`src/rtl/fetch_pc_ctrl.sv`:
```
// fetch_pc_ctrl: fetch-stage PC sequencer with imem req/ack handshake, stall hold and redirect drain.
// Optional FETCH_PERF_CNT_EN adds saturating redirect/stall counters.
module fetch_pc_ctrl #(
  parameter logic [31:0] RESET_PC = 32'h0000_0000,
  parameter logic [31:0] PC_INC   = 32'd4
) (
  input  logic        clk,
  input  logic        reset,
  input  logic        stall_i,
  input  logic        redirect_i,
  input  logic [31:0] redirect_pc_i,
  output logic        imem_req_o,
  output logic [31:0] imem_addr_o,
  input  logic        imem_ack_i,
  output logic        pc_sel_o,
  output logic [31:0] pc_o,
  output logic        if_valid_o,
  output logic [31:0] if_pc_o,
  output logic        flush_o
`ifdef FETCH_PERF_CNT_EN
  ,
  output logic [15:0] redirect_cnt_o,
  output logic [15:0] stall_cnt_o
`endif
);
  typedef enum logic [1:0] {REQ, HOLD, DRAIN} state_t;
  state_t state, state_d;
  logic [31:0] tgt, tgt_d, pc_d, if_pc_d, aligned;
  logic req_d, valid_d, drain_next;
  assign aligned     = redirect_pc_i & ~32'd3;
  assign pc_sel_o    = redirect_i;
  assign flush_o     = redirect_i;
  assign imem_addr_o = pc_o;
  // a redirect only needs draining if a request is outstanding and its ack has not arrived
  assign drain_next  = state == DRAIN ? !imem_ack_i : (state == REQ && imem_req_o && !imem_ack_i);
  always_comb begin
    state_d = state;
    pc_d    = pc_o;
    tgt_d   = tgt;
    req_d   = imem_req_o;
    valid_d = if_valid_o;
    if_pc_d = if_pc_o;
    if (redirect_i) begin
      valid_d = 1'b0;
      req_d   = 1'b1;
      state_d = drain_next ? DRAIN : REQ;
      tgt_d   = drain_next ? aligned : tgt;
      pc_d    = drain_next ? pc_o : aligned;
    end else begin
      case (state)
        REQ: begin
          if (imem_req_o && imem_ack_i) begin
            valid_d = 1'b1;
            if_pc_d = pc_o;
            pc_d    = pc_o + PC_INC;
            state_d = stall_i ? HOLD : REQ;
            req_d   = !stall_i;
          end else begin
            valid_d = if_valid_o & stall_i;
            req_d   = 1'b1;
          end
        end
        HOLD: begin
          state_d = stall_i ? HOLD : REQ;
          req_d   = !stall_i;
        end
        DRAIN: begin
          state_d = imem_ack_i ? REQ : DRAIN;
          pc_d    = imem_ack_i ? tgt : pc_o;
        end
        default: state_d = REQ;
      endcase
    end
  end
  always_ff @(posedge clk) begin
    if (reset) begin
      state      <= REQ;
      pc_o       <= RESET_PC;
      tgt        <= '0;
      imem_req_o <= 1'b0;
      if_valid_o <= 1'b0;
      if_pc_o    <= '0;
    end else begin
      state      <= state_d;
      pc_o       <= pc_d;
      tgt        <= tgt_d;
      imem_req_o <= req_d;
      if_valid_o <= valid_d;
      if_pc_o    <= if_pc_d;
    end
  end
`ifdef FETCH_PERF_CNT_EN
  always_ff @(posedge clk) begin
    if (reset) begin
      redirect_cnt_o <= '0;
      stall_cnt_o    <= '0;
    end else begin
      if (redirect_i && redirect_cnt_o != 16'hFFFF) redirect_cnt_o <= redirect_cnt_o + 16'd1;
      if (state == HOLD && stall_i && stall_cnt_o != 16'hFFFF) stall_cnt_o <= stall_cnt_o + 16'd1;
    end
  end
`endif
endmodule

```
`config.mk`:
```
export PLATFORM = sky130hd
export DESIGN_NAME = fetch_pc_ctrl
export DESIGN_NICKNAME = d
export VERILOG_FILES = /design/src/rtl/fetch_pc_ctrl.sv
export SDC_FILE = /design/constraint.sdc
export NUM_CORES = 1
export LEC_CHECK = 0
export CAP_MARGIN = 20
export CORE_MARGIN = 5
export CORE_UTILIZATION = 30
export CTS_BUF_LIST = sky130_fd_sc_hd__clkbuf_4 sky130_fd_sc_hd__clkbuf_8
export DETAILED_ROUTE_END_ITERATION = 16
export SLEW_MARGIN = 20
export SYNTH_ARGS = -nofsm -noshare
export SYNTH_HDL_FRONTEND = slang
export SYNTH_SLANG_ARGS = --single-unit
```
`constraint.sdc`:
```
create_clock -name clk -period 5.3 [get_ports clk]
set_input_delay 0.53 -clock clk [delete_from_list [all_inputs] [get_ports clk]]
set_output_delay 0.53 -clock clk [all_outputs]
set_load 0.01 [all_outputs]
```
After elaboration in Yosys (flattened, before gate mapping)
Cells that the tools add are included.
{"block": "word_totals", "out_inout_bits": 100, "rom_bits": 0, "ramBits": 0, "ff_bits": 98, "n_memories": 0, "latch_bits": 0}
{"block": "op_classes", "muxes": 16, "n_shift": 0, "div_mod_pow": 0, "n_bitwise": 2, "reduce_logical": 12, "order_cmp": 0, "mul": 0, "n_eq_ne": 5, "add_sub_neg": 1}
{"operator": "two-way mux 32 bit", "n": 4}
{"operator": "one-hot mux 32 bit (2 select lines)", "n": 1}
{"operator": "adder 32 x 3 -> 32 bit (second input constant)", "n": 1}
{"operator": "two-way mux 2 bit", "n": 4}
{"operator": "one-hot mux 2 bit (3 select lines)", "n": 1}
{"operator": "nonzero test 3 bit", "n": 2}
{"operator": "two-way mux 1 bit", "n": 5}
{"operator": "AND reduction 4 bit", "n": 1}
{"operator": "logical AND 1 bit", "n": 3}
{"operator": "inequality test 3 x 2 -> 1 bit (second input constant)", "n": 1}
{"operator": "inequality test 3 bit (second input constant)", "n": 1}
{"operator": "AND reduction 3 bit", "n": 1}
{"operator": "== test 2 x 1 -> 1 bit (second input constant)", "n": 1}
{"operator": "== test 2 bit (second input constant)", "n": 1}
{"operator": "zero test 1 bit", "n": 2}
{"operator": "zero test 2 bit", "n": 1}
{"operator": "inequality test 2 bit (second input constant)", "n": 1}
{"operator": "one-hot mux 1 bit (2 select lines)", "n": 1}
{"operator": "AND reduction 2 bit", "n": 1}
{"operator": "OR reduction 2 bit", "n": 1}
{"operator": "bitwise AND 1 bit", "n": 1}
{"operator": "inverter 1 bit", "n": 1}

Depth between registers and ports, before layout
{"block": "depth", "ltp_word": 6, "depth_mapped": 8, "depth_no_buf": 6}

Least setup slack after synthesis
Ideal clock, no wire load.
{"block": "synth_path", "path_type": "flip-flop to flip-flop", "start": "register pc_o[10], in the netlist imem_addr_o[10]", "end": "register pc_o[27], in the netlist imem_addr_o[27]", "t_arrival_ns": 2.143, "period_less_slack_ns": 2.201, "slack_ns": 3.099, "path_stages_with_launch": 8, "cell_sequence": "dfxtp_1 clkbuf_2 nand4_4 or4_4 buf_6 or4_1 a21oi_1 o21ba_1"}
{"block": "synth_via", "elab_chain_len": 4}
{"element": "from (decl)", "line": "16", "text": "output logic [31:0] pc_o,"}
{"element": "from (signal assigned)", "line": "85", "text": "pc_o <= pc_d;"}
{"element": "adder 32 x 3 -> 32 bit", "line": "55", "text": "pc_d = pc_o + PC_INC;"}
{"element": "two-way mux 32 bit", "line": "52", "text": "if (imem_req_o && imem_ack_i) begin"}
{"element": "one-hot mux 32 bit (2 select lines)", "line": "50", "text": "case (state)"}
{"element": "two-way mux 32 bit", "line": "43", "text": "if (redirect_i) begin"}
No other way between the ends. The select of a mux whose other input is x is not followed.
A chain may end at the register's enable or synchronous reset.

Final worst setup path
{"block": "layout_path", "start": "register pc_o[2], in the netlist imem_addr_o[2]", "end": "register pc_o[20], in the netlist imem_addr_o[20]"}
Same word-level chain as after synthesis.

==> flow_summary.toml <==
[worst_setup_path]
crit_end = "imem_addr_o[20]"
path_class = "reg2reg"
crit_start = "imem_addr_o[2]"
worstPathArrival_ns = 3.04
ff2ff_path_depth = 6
crit-reg2reg-launch = "imem_addr_o[2]"
slowest_stage = "nor3_1"
r2r_setup_slack_ns = 2.58
cp.required_ns = 5.62
worstReg2RegEnd = "imem_addr_o[20]"
crit_chain = "ha_1, nand4_1, nor3_1, nand4b_1, a2111o_1, nand2_1"
worst_path_largest_cell_delay_ns = 0.76
start_kind = "flip-flop"
crit_fanout = 10
end_kind = "flip-flop"

[final_layout]
fin_util_pct = 39.1
area_delta_synth_final_pct = 28.1
layout-drive-gt1-share_pct = 5.83
multi_input_area_mm2 = 0.00248
n_antenna_cell = 0
seq_area_mm2 = 0.00188
final_nets = 754
fillers = 1683

[drt]
antenna_left = 0
detail_route.first_pass.iterations = 4
viasPerCell = 5.12
routedWlPerCell_um = 16.5
vias = 4792
drt_iter0_drc = 397
totalWireLength_um = 15400
drcViolationCount = 0

[clocking]
cts_resized = 0
path_clk_slew_ns = 0.09
cts_hold_buf = 0
numCtsBuffers = 9
cts_buffer_depth = 2
clock-root-buffer = "clkbuf_8"
cts_max_level = 3
insertion_delay_ns = 0.38
cts.sinks = 94
post_cts_buffers = 0
tritoncts = "yes"

[synth]
synth_edf_count = 0
netlist_area_mm2 = 0.00485
synthTopCellsByArea = "dfxtp_1 (39%), nand2_1 (12%), a21oi_1 (9.0%), buf_4 (5.9%), clkbuf_1 (3.6%)"
syn_area_per_cell_um2 = 7.40
synth_cell_types = 61
ys.flop_type = "dfxtp_1"
synthTopCellsByCount = "nand2_1 (156), dfxtp_1 (94), a21oi_1 (87)"
ys_seq_area_share_pct = 38.8
synth_top_area_share_pct = 38.8
ys_warn_count = 0
async_flop_share_pct = 0
synth_most_common_cell = "nand2_1"
synth_seq_cells = 94
postSynthCellCount = 656
synth_area_leader_cell = "dfxtp_1"

[global_routing]
grt_usage_pct = 16.1
antenna_found_initial = 0
grt-ovfl-total = 0
grt_pass1_vias = 4315
grt_max_degree = 61
grt_first_pass_wirelength_um = 24100

[power]
finalPower_mw = 1.66
p_leak_nw = 2.05
vdd_drop_max_uv = 115
p_per_area_mw_per_mm2 = 267

[hold_path]
min_path_type = "reg2reg"
hold_depth = 2

[sta]
min_period_over_period_pct = 51.3
max_freq_mhz = 368
layout_setup_ws_ns = 2.58
worstMarginPinSlew_ns = 0.849
period_needed_ns = 2.72
fin_skew_ns = 0.0131
tns_ns = 0
hold_viol_final = 0
drv_slew = 0
setup_viol = 0
relSlewSlack_pct = 43.0
whs_ns = 0.454
rsz0062_at_grt = "false"

[die]
start_util_pct = 30.6
die_x_um = 137
die_h_um = 137
rows = 46
ios = 137
core_mm2 = 0.0159
die_area_mm2 = 0.0188

[placement]
numPortBuffers = 128
place_congestion = 0.815
hpwl_um = 10400
dp_slack_ns = 2.57

[run_status]
outcome = "complete, no violations"

[flow_run]
drv_cap = 0
[layout make-up]
cell class,count,area share [%]
Timing Repair Buffer,137,21.6
Tap cell,216,4.35
Sequential cell,94,30.3
Inverter,6,0.362
Clock inverter,3,1.11
Multi-Input combinational cell,468,39.9
Clock buffer,12,2.46
[logic make-up (layout without fill, tap and decap cells)]
group	count (synthesis)	after routing	share of synthesized area, %
flip-flops	94	94	38.8
buffers and inverters	99	158	10.9
adder cells (fa/ha/maj)	1	1	0.258
multiplexers	6	6	1.26
AO/OA/AOI/OAI	180	180	22.9
XOR/XNOR	5	5	0.902
AND/OR/NAND/NOR	270	270	24.9
other	1	6	0.0773
[worst max-delay path, delay by kind of cell (launching register included)]
| kind | cells | cell delay [ns] |
|---|---|---|
| and+or+nand+nor | 4 | 1.45 |
| adders and majority gates | 1 | 0.28 |
| AOI/OAI and AO/OA | 1 | 0.45 |
| DFF | 1 | 0.49 |
[layout by cell type (no fill, tap or decap), types with 8 or more instances in the layout]
cell             synthesis  layout
a31oi_1                  8       8
a21oi_1                 87      87
dfxtp_1                 94      94
nor3_1                  20      20
nand4_1                  8       8
a211oi_1                15      15
nand2_1                156     155
nor2_1                  36      36
o21ai_0                 19      19
clkdlybuf4s50_1          0     126
o211ai_1                 9       9
buf_4                   38      10
nor4_1                  11      10
clkbuf_8                 0      10
nand3_1                 14      14
[worst min path at each step]
stage | from | end
2_1_floorplan | tgt[22] | tgt[22]
3_3_place_gp | tgt[22] | tgt[22]
3_5_place_dp | tgt[27] | tgt[27]
4_1_cts | tgt[27] | tgt[27]
5_1_grt | tgt[25] | tgt[25]
6_report | tgt[22] | tgt[22]
[power breakdown]
group	internal (mW)	switching (mW)	total, mW
combinational	0.154	0.156	0.310
sequential	0.740	0.0623	0.803
clock	0.288	0.257	0.545
[stage by stage]
step	std cells	cell area, µm²
after floorplan	661	4870
after global placement	921	5990
after detailed placement	921	5990
after CTS	936	6210
after global routing	936	6220
final	936	6220
[state kept, by name, summed over array words and instances, names as in the netlist]
register and flops:
if_pc_o 30, imem_req_o 1, if_valid_o 1, imem_addr_o 30
tgt 30, state 2
[routing by layer]
layer | GRT usage (%) | share of wire [%] | vias up
li1 | - | - | 2376
met4 | 6.04 | 1.4 | 0
met5 | 0 | 0 | -
met2 | 25.8 | 47 | 143
met3 | 2.52 | 5.8 | 16
met1 | 21.7 | 45 | 2257
Note: power is estimated with default switching activity, not from simulation.
